$ cat src/rtl/clk_divider_prog.sv
// clk_divider_prog: runtime-programmable integer clock divider.
//
// Produces a 50%-duty clock at clk_in / N for any N in 2..2^DIV_W-1. For odd
// N, a negedge register holds the output high for an extra half cycle.
// Ratio changes and stop requests both take effect only at a period
// boundary, so the output never produces a runt pulse.
//
// Ports:
//   clk_in       - sole clock (posedge logic; negedge for odd-N duty fix)
//   rst_n        - asynchronous active-low reset
//   enable       - run while high, graceful stop (finish period) when low
//   div_val      - requested ratio N
//   div_load     - one-cycle strobe capturing div_val
//   clk_out      - divided clock
//   clk_rise     - one-cycle pulse in the cycle clk_out rises
//   div_cur      - ratio currently in effect
//   load_pending - a captured ratio is waiting for a period boundary
//   load_err     - one-cycle pulse after a rejected load (div_val < 2)
//   running      - high in RUN or DRAIN
module clk_divider_prog #(
    parameter int DIV_W       = 8,
    parameter int DEFAULT_DIV = 16
) (
    input  logic             clk_in,
    input  logic             rst_n,
    input  logic             enable,
    input  logic [DIV_W-1:0] div_val,
    input  logic             div_load,
    output logic             clk_out,
    output logic             clk_rise,
    output logic [DIV_W-1:0] div_cur,
    output logic             load_pending,
    output logic             load_err,
    output logic             running
);

    if (DIV_W < 2 || DEFAULT_DIV < 2 || DEFAULT_DIV > (1 << DIV_W) - 1) begin : g_param_check
        $error("clk_divider_prog: DEFAULT_DIV must lie in 2..2^DIV_W-1 and DIV_W >= 2");
    end

    localparam logic [DIV_W-1:0] DEF_DIV = DIV_W'(DEFAULT_DIV);
    localparam logic [DIV_W-1:0] MIN_DIV = DIV_W'(2);
    localparam logic [DIV_W-1:0] ONE     = DIV_W'(1);

    typedef enum logic [1:0] {
        IDLE  = 2'd0,
        RUN   = 2'd1,
        DRAIN = 2'd2
    } state_t;

    state_t           state, state_nxt;
    logic [DIV_W-1:0] cnt;
    logic [DIV_W-1:0] pend;
    logic             pend_vld;
    logic             p_reg;
    logic             n_reg;
    logic             active;
    logic             boundary;
    logic             p_nxt;
    logic             load_ok;

    assign active   = (state != IDLE);
    assign boundary = active && (cnt == div_cur - ONE);
    // High for cnt in [0, floor(N/2)-1]; registered, so clk_out lags cnt by one cycle.
    assign p_nxt    = active && (cnt < (div_cur >> 1));
    assign load_ok  = div_load && (div_val >= MIN_DIV);

    always_comb begin
        state_nxt = state;
        case (state)
            IDLE:    if (enable) state_nxt = RUN;
            RUN:     if (!enable) state_nxt = DRAIN;
            DRAIN: begin
                // Re-enable before the boundary resumes seamlessly; cnt is untouched.
                if (enable)        state_nxt = RUN;
                else if (boundary) state_nxt = IDLE;
            end
            default: state_nxt = IDLE;
        endcase
    end

    always_ff @(posedge clk_in or negedge rst_n) begin
        if (!rst_n) state <= IDLE;
        else        state <= state_nxt;
    end

    always_ff @(posedge clk_in or negedge rst_n) begin
        if (!rst_n) begin
            cnt      <= '0;
            p_reg    <= 1'b0;
            clk_rise <= 1'b0;
            load_err <= 1'b0;
        end else begin
            cnt      <= (!active || boundary) ? '0 : cnt + ONE;
            p_reg    <= p_nxt;
            clk_rise <= p_nxt && !p_reg;
            load_err <= div_load && (div_val < MIN_DIV);
        end
    end

    // Ratio update. While running, a new ratio only lands on a boundary; a load
    // in the boundary cycle itself is assigned after the boundary update, so it
    // survives as the next pending value.
    always_ff @(posedge clk_in or negedge rst_n) begin
        if (!rst_n) begin
            div_cur  <= DEF_DIV;
            pend     <= '0;
            pend_vld <= 1'b0;
        end else if (!active) begin
            if (load_ok) begin
                div_cur  <= div_val;
                pend_vld <= 1'b0;
            end else if (pend_vld) begin
                // Left over from a load that coincided with the final DRAIN boundary.
                div_cur  <= pend;
                pend_vld <= 1'b0;
            end
        end else begin
            if (boundary && pend_vld) begin
                div_cur  <= pend;
                pend_vld <= 1'b0;
            end
            if (load_ok) begin
                pend     <= div_val;
                pend_vld <= 1'b1;
            end
        end
    end

    // Half-cycle extension for odd N. Gated by the current ratio's LSB so even
    // ratios see n_reg = 0; the gate only matters while p_reg is high, which is
    // never at a ratio switch, so switching parity cannot glitch.
    always_ff @(negedge clk_in or negedge rst_n) begin
        if (!rst_n) n_reg <= 1'b0;
        else        n_reg <= p_reg && div_cur[0];
    end

    assign clk_out      = p_reg | n_reg;
    assign running      = active;
    assign load_pending = pend_vld;

endmodule

$ cat config.mk
export PLATFORM = sky130hd
export DESIGN_NAME = clk_divider_prog
export DESIGN_NICKNAME = d
export VERILOG_FILES = /design/src/rtl/clk_divider_prog.sv
export SDC_FILE = /design/constraint.sdc
export NUM_CORES = 1
export LEC_CHECK = 0
export ABC_AREA = 1
export BUFFER_PORTS_ARGS = -buffer_cell sky130_fd_sc_hd__buf_4
export CAP_MARGIN = 20
export CORE_MARGIN = 4
export CORE_UTILIZATION = 40
export DETAILED_ROUTE_END_ITERATION = 6
export GPL_TIMING_DRIVEN = 1
export SLEW_MARGIN = 20
export SYNTH_ARGS = -nofsm -noshare
export SYNTH_HDL_FRONTEND = slang
export SYNTH_SLANG_ARGS = --single-unit
$ cat constraint.sdc
create_clock -name clk_in -period 1.9 [get_ports clk_in]
set_input_delay 0.095 -clock clk_in [delete_from_list [all_inputs] [get_ports clk_in]]
set_output_delay 0.095 -clock clk_in [all_outputs]
set_load 0.03 [all_outputs]
---- Yosys cells after proc, flatten, opt, wreduce, memory -nomap -nowiden ----
Cells that the tools add are included.
operators by class
  add/subtract/negate cells ............... 2
  multiply operators ...................... 0
  divide/modulo/power cells ............... 0
  order comparisons ....................... 3
  equality and inequality tests ........... 8
  shift operators ......................... 0
  multiplexer cells ....................... 13
  bitwise gates (word level) .............. 1
  reduce and logical (&&, ||, !) cells .... 16
operator list
  cell                                                                    number
  8-bit two-way mux                                                       5
  8-bit by 1-bit adder with 8-bit output (second input constant)          1
  8-bit equality test                                                     1
  8-bit by 2-bit >= comparator with 1-bit output (second input constant)  1
  8-bit by 2-bit < comparator with 1-bit output (second input constant)   1
  8-bit by 7-bit < comparator with 1-bit output                           1
  2-bit two-way mux                                                       4
  8-bit by 1-bit subtractor with 8-bit output (second input constant)     1
  1-bit logical AND                                                       7
  2-bit case mux with 3 select lines                                      1
  2-bit != test (second input constant)                                   2
  2-bit AND reduction                                                     2
  1-bit two-way mux                                                       3
  3-bit by 1-bit != test with 1-bit output (second input constant)        1
  3-bit != test (second input constant)                                   1
  3-bit AND reduction                                                     1
  3-bit nonzero test                                                      1
  2-bit by 1-bit equality test with 1-bit output (second input constant)  1
  2-bit equality test (second input constant)                             1
  1-bit zero test                                                         2
  2-bit zero test                                                         1
  2-bit by 1-bit != test with 1-bit output (second input constant)        1
  2-bit nonzero test                                                      1
  1-bit logical OR                                                        1
  1-bit OR                                                                1
word-level totals
  register bits ........................... 31
  latch bits .............................. 0
  bits in writable memories ............... 0
  memory bits (read-only) ................. 0
  output and inout port bits .............. 13
  memories ................................ 0

---- Longest topological paths before layout ----
  depth in word-level cells ............... 7
  depth in mapped cells ................... 14
  depth with buffers taken out ............ 14

==> flow_summary.yaml <==
finish:
  n_antenna_cell: 0
  syn2layout_area_growth_pct: 21.89
  final_cell_mix: "nand2_1 (76), inv_1 (32), dfrtp_1 (28), buf_4 (28)"
  layout.nets: 297
  reg_top3: "cnt x8, div_cur x8, pend x8"
  multi_input_area_um2: 923.4
  final_common_cell: "nand2_1"
  drive_above_1_share_pct: 20.50
  post-route-cell-area_mm2: 0.002230
  postLayoutCoreUtil_pct: 50.86
  final-seq-area_um2: 778.2
  fin_cells: 330
  fill_cells: 446
synth:
  synth_nets: 263
  avgSynthCellArea_um2: 7.528
  yosys_warnings: 0
  ys_ff_latch: 31
  netlist_area_mm2: 0.001829
  synth-seq-area-share_pct: 42.48
  yosysUniqueCellTypes: 30
  syn-instance-count: 243
route:
  viasPerCell: 4.800
  vias: 1584
  antenna_left: 0
  drc: 0
  routed_wl_mm: 3.879
  drtIter0Drc: 38
  first_pass_iters: 4
  avgRoutedWirePerCell_um: 11.75
clocking:
  clockBufferDepth: 2
  cts_tree: "done"
  clock_latency_ns: 0.28
  cts-root-buf: "clkbuf_8"
  cts_buffers: 5
  postCtsSetupRepairBufs: 0
  cts_max_level: 2
  cts_sinks: 31
  cts.clk_slew.worst_paths_ns: 0.06
critical_path:
  r2r_cells: 14
  r2r_slack_ns: 0.18
  r2r_start: "div_cur[0]"
  required_ns: 1.80
  cp-startpoint: "n_reg"
  worstPathArrival_ns: 1.91
  reg2reg_to: "div_cur[7]"
  worstSetupStartpointType: "flop"
  cp_max_fo: 1
  crit_path_end_kind: "output pin"
  path_class: "reg -> out"
  crit_path_end: "clk_out"
outcome:
  status: "finished with violations"
  violations: "setup timing"
floorplanning:
  die_x_um: 75.63
  die_h_um: 75.63
  rows: 24
  dieArea_mm2: 0.005719
  ios: 25
  coreArea_mm2: 0.004384
  initial_utilization_pct: 41.72
timing:
  setup_tns_ns: -0.1047
  worst_slack_ns: -0.1047
  rsz0062_at_grt: "true"
  maxSlewHeadroom_pct: 71.04
  setup_violations: 1
  finClkSkew_ns: 0.01061
  worstMarginPinSlew_ns: 0.4334
  finalMaxSlewViolations: 0
  hold_viol_final: 0
placement:
  portBuffers: 24
  pre_cts_ws_ns: 0.1253
  placed_cells: 321
  gp_congestion: 0.8519
  dpl.hpwl_mm: 3.021
  dpl_cell_area_mm2: 0.002098
grt:
  antenna_found_initial: 0
  grt_first_pass_wirelength_mm: 6.768
  grt_overflow: 0
  grt_start_max_net_pins: 31
  grtUsageTotal_pct: 15.83
  grt_pass1_vias: 1488
pwr:
  irDropWorstVdd_uv: 604.4
  cellPowerDensity_mw_per_mm2: 1479
  leakagePower_nw: 1.202
flow_run:
  drv_cap: 0
worst_hold_path:
  min_path_type: "in -> reg"
==> cells in the mapped netlist <==
master	n	area share, %
nor2_2	5	1.7
inv_1	32	6.6
nand3_2	2	1.1
inv_2	3	0.62
nand2_8	2	2.2
xor2_1	2	0.96
or2_1	1	0.34
nor2_1	20	4.1
nand4_1	2	0.68
or2_2	2	0.68
a21o_1	1	0.41
nand3_1	19	5.2
nor3_1	5	1.4
buf_2	3	0.82
a211oi_1	1	0.41
nand2_1	76	16
and2_1	1	0.34
nand2_4	2	1.2
a31oi_1	1	0.34
dfrtp_1	29	40
xnor2_1	1	0.48
dfrtn_1	1	1.4
nand2_2	1	0.34
o211ai_1	1	0.41
a21boi_0	2	0.82
o21ai_0	16	4.4
ha_1	8	5.5
dfstp_2	1	1.4
a21oi_1	2	0.55
nor3b_1	1	0.41
==> metrics by stage <==
| stage | power (mW) | hold slack, ns |
|---|---|---|
| floorplan | 2.184 | -0.2006 |
| global placement | 2.696 | 0.1515 |
| detailed placement | 2.702 | 0.1537 |
| CTS | 3.294 | 0.03312 |
| global route | 3.615 | 0.05093 |
| finish | 3.297 | 0.03971 |
==> logic make-up (layout without fill, tap and decap cells) <==
kind of cell / count (synthesis) / count (layout) / share of synthesized area, %
xor gates and xnor gates: 3 / 3 / 1.437
buffers and inverters: 38 / 73 / 8.003
DFF: 31 / 31 / 42.48
AOI/OAI and AO/OA: 24 / 24 / 7.319
adders and majority gates: 8 / 8 / 5.472
and+or+nand+nor: 139 / 139 / 35.29
==> layout make-up <==
type,count,share of cell area (%)
clock buffer,8,4.489
inverter,35,5.892
multi-input combinational,174,41.41
sequential,31,34.90
tap,52,2.918
timing repair buffer,30,10.38
==> critical path, cell delays in order (launching register included) <==
cell and delay (ns):
dfrtn_1 0.32, or2_4 0.22, buf_6 0.13
==> report_power, final <==
| group | switching (mW) | total, mW | internal, mW |
|---|---|---|---|
| Sequential | 0.226 | 1.08 | 0.851 |
| Clock | 0.228 | 0.558 | 0.330 |
| Combinational | 1.00 | 1.66 | 0.663 |
| Total | 1.45 | 3.30 | 1.84 |
==> per-layer routing <==
layer	up-vias	GRT usage, %	wire length (µm)
met3	4	1.979	157
met2	31	24.64	1823
met5	-	0	0
li1	835	-	-
met4	0	8.155	50
met1	714	21.61	1849
==> how the worst min path moves through the flow <==
stage,depth (start not counted),from,end,slack [ns]
CTS,3,div_load,load_err,0.03
finish,3,div_load,load_err,0.04
global route,3,div_load,load_err,0.05
detailed placement,2,rst_n,state[1],0.15
global placement,2,rst_n,state[1],0.15
floorplan,0,rst_n,clk_rise,-0.20
==> repair_timing <==
action	CTS	global route
gates resized for setup	2	3
hold endpoints to repair	29	0
gates cloned	0	0
setup endpoints to repair	1	15
hold buffers	1	0
(Power assumes the default switching activity.)
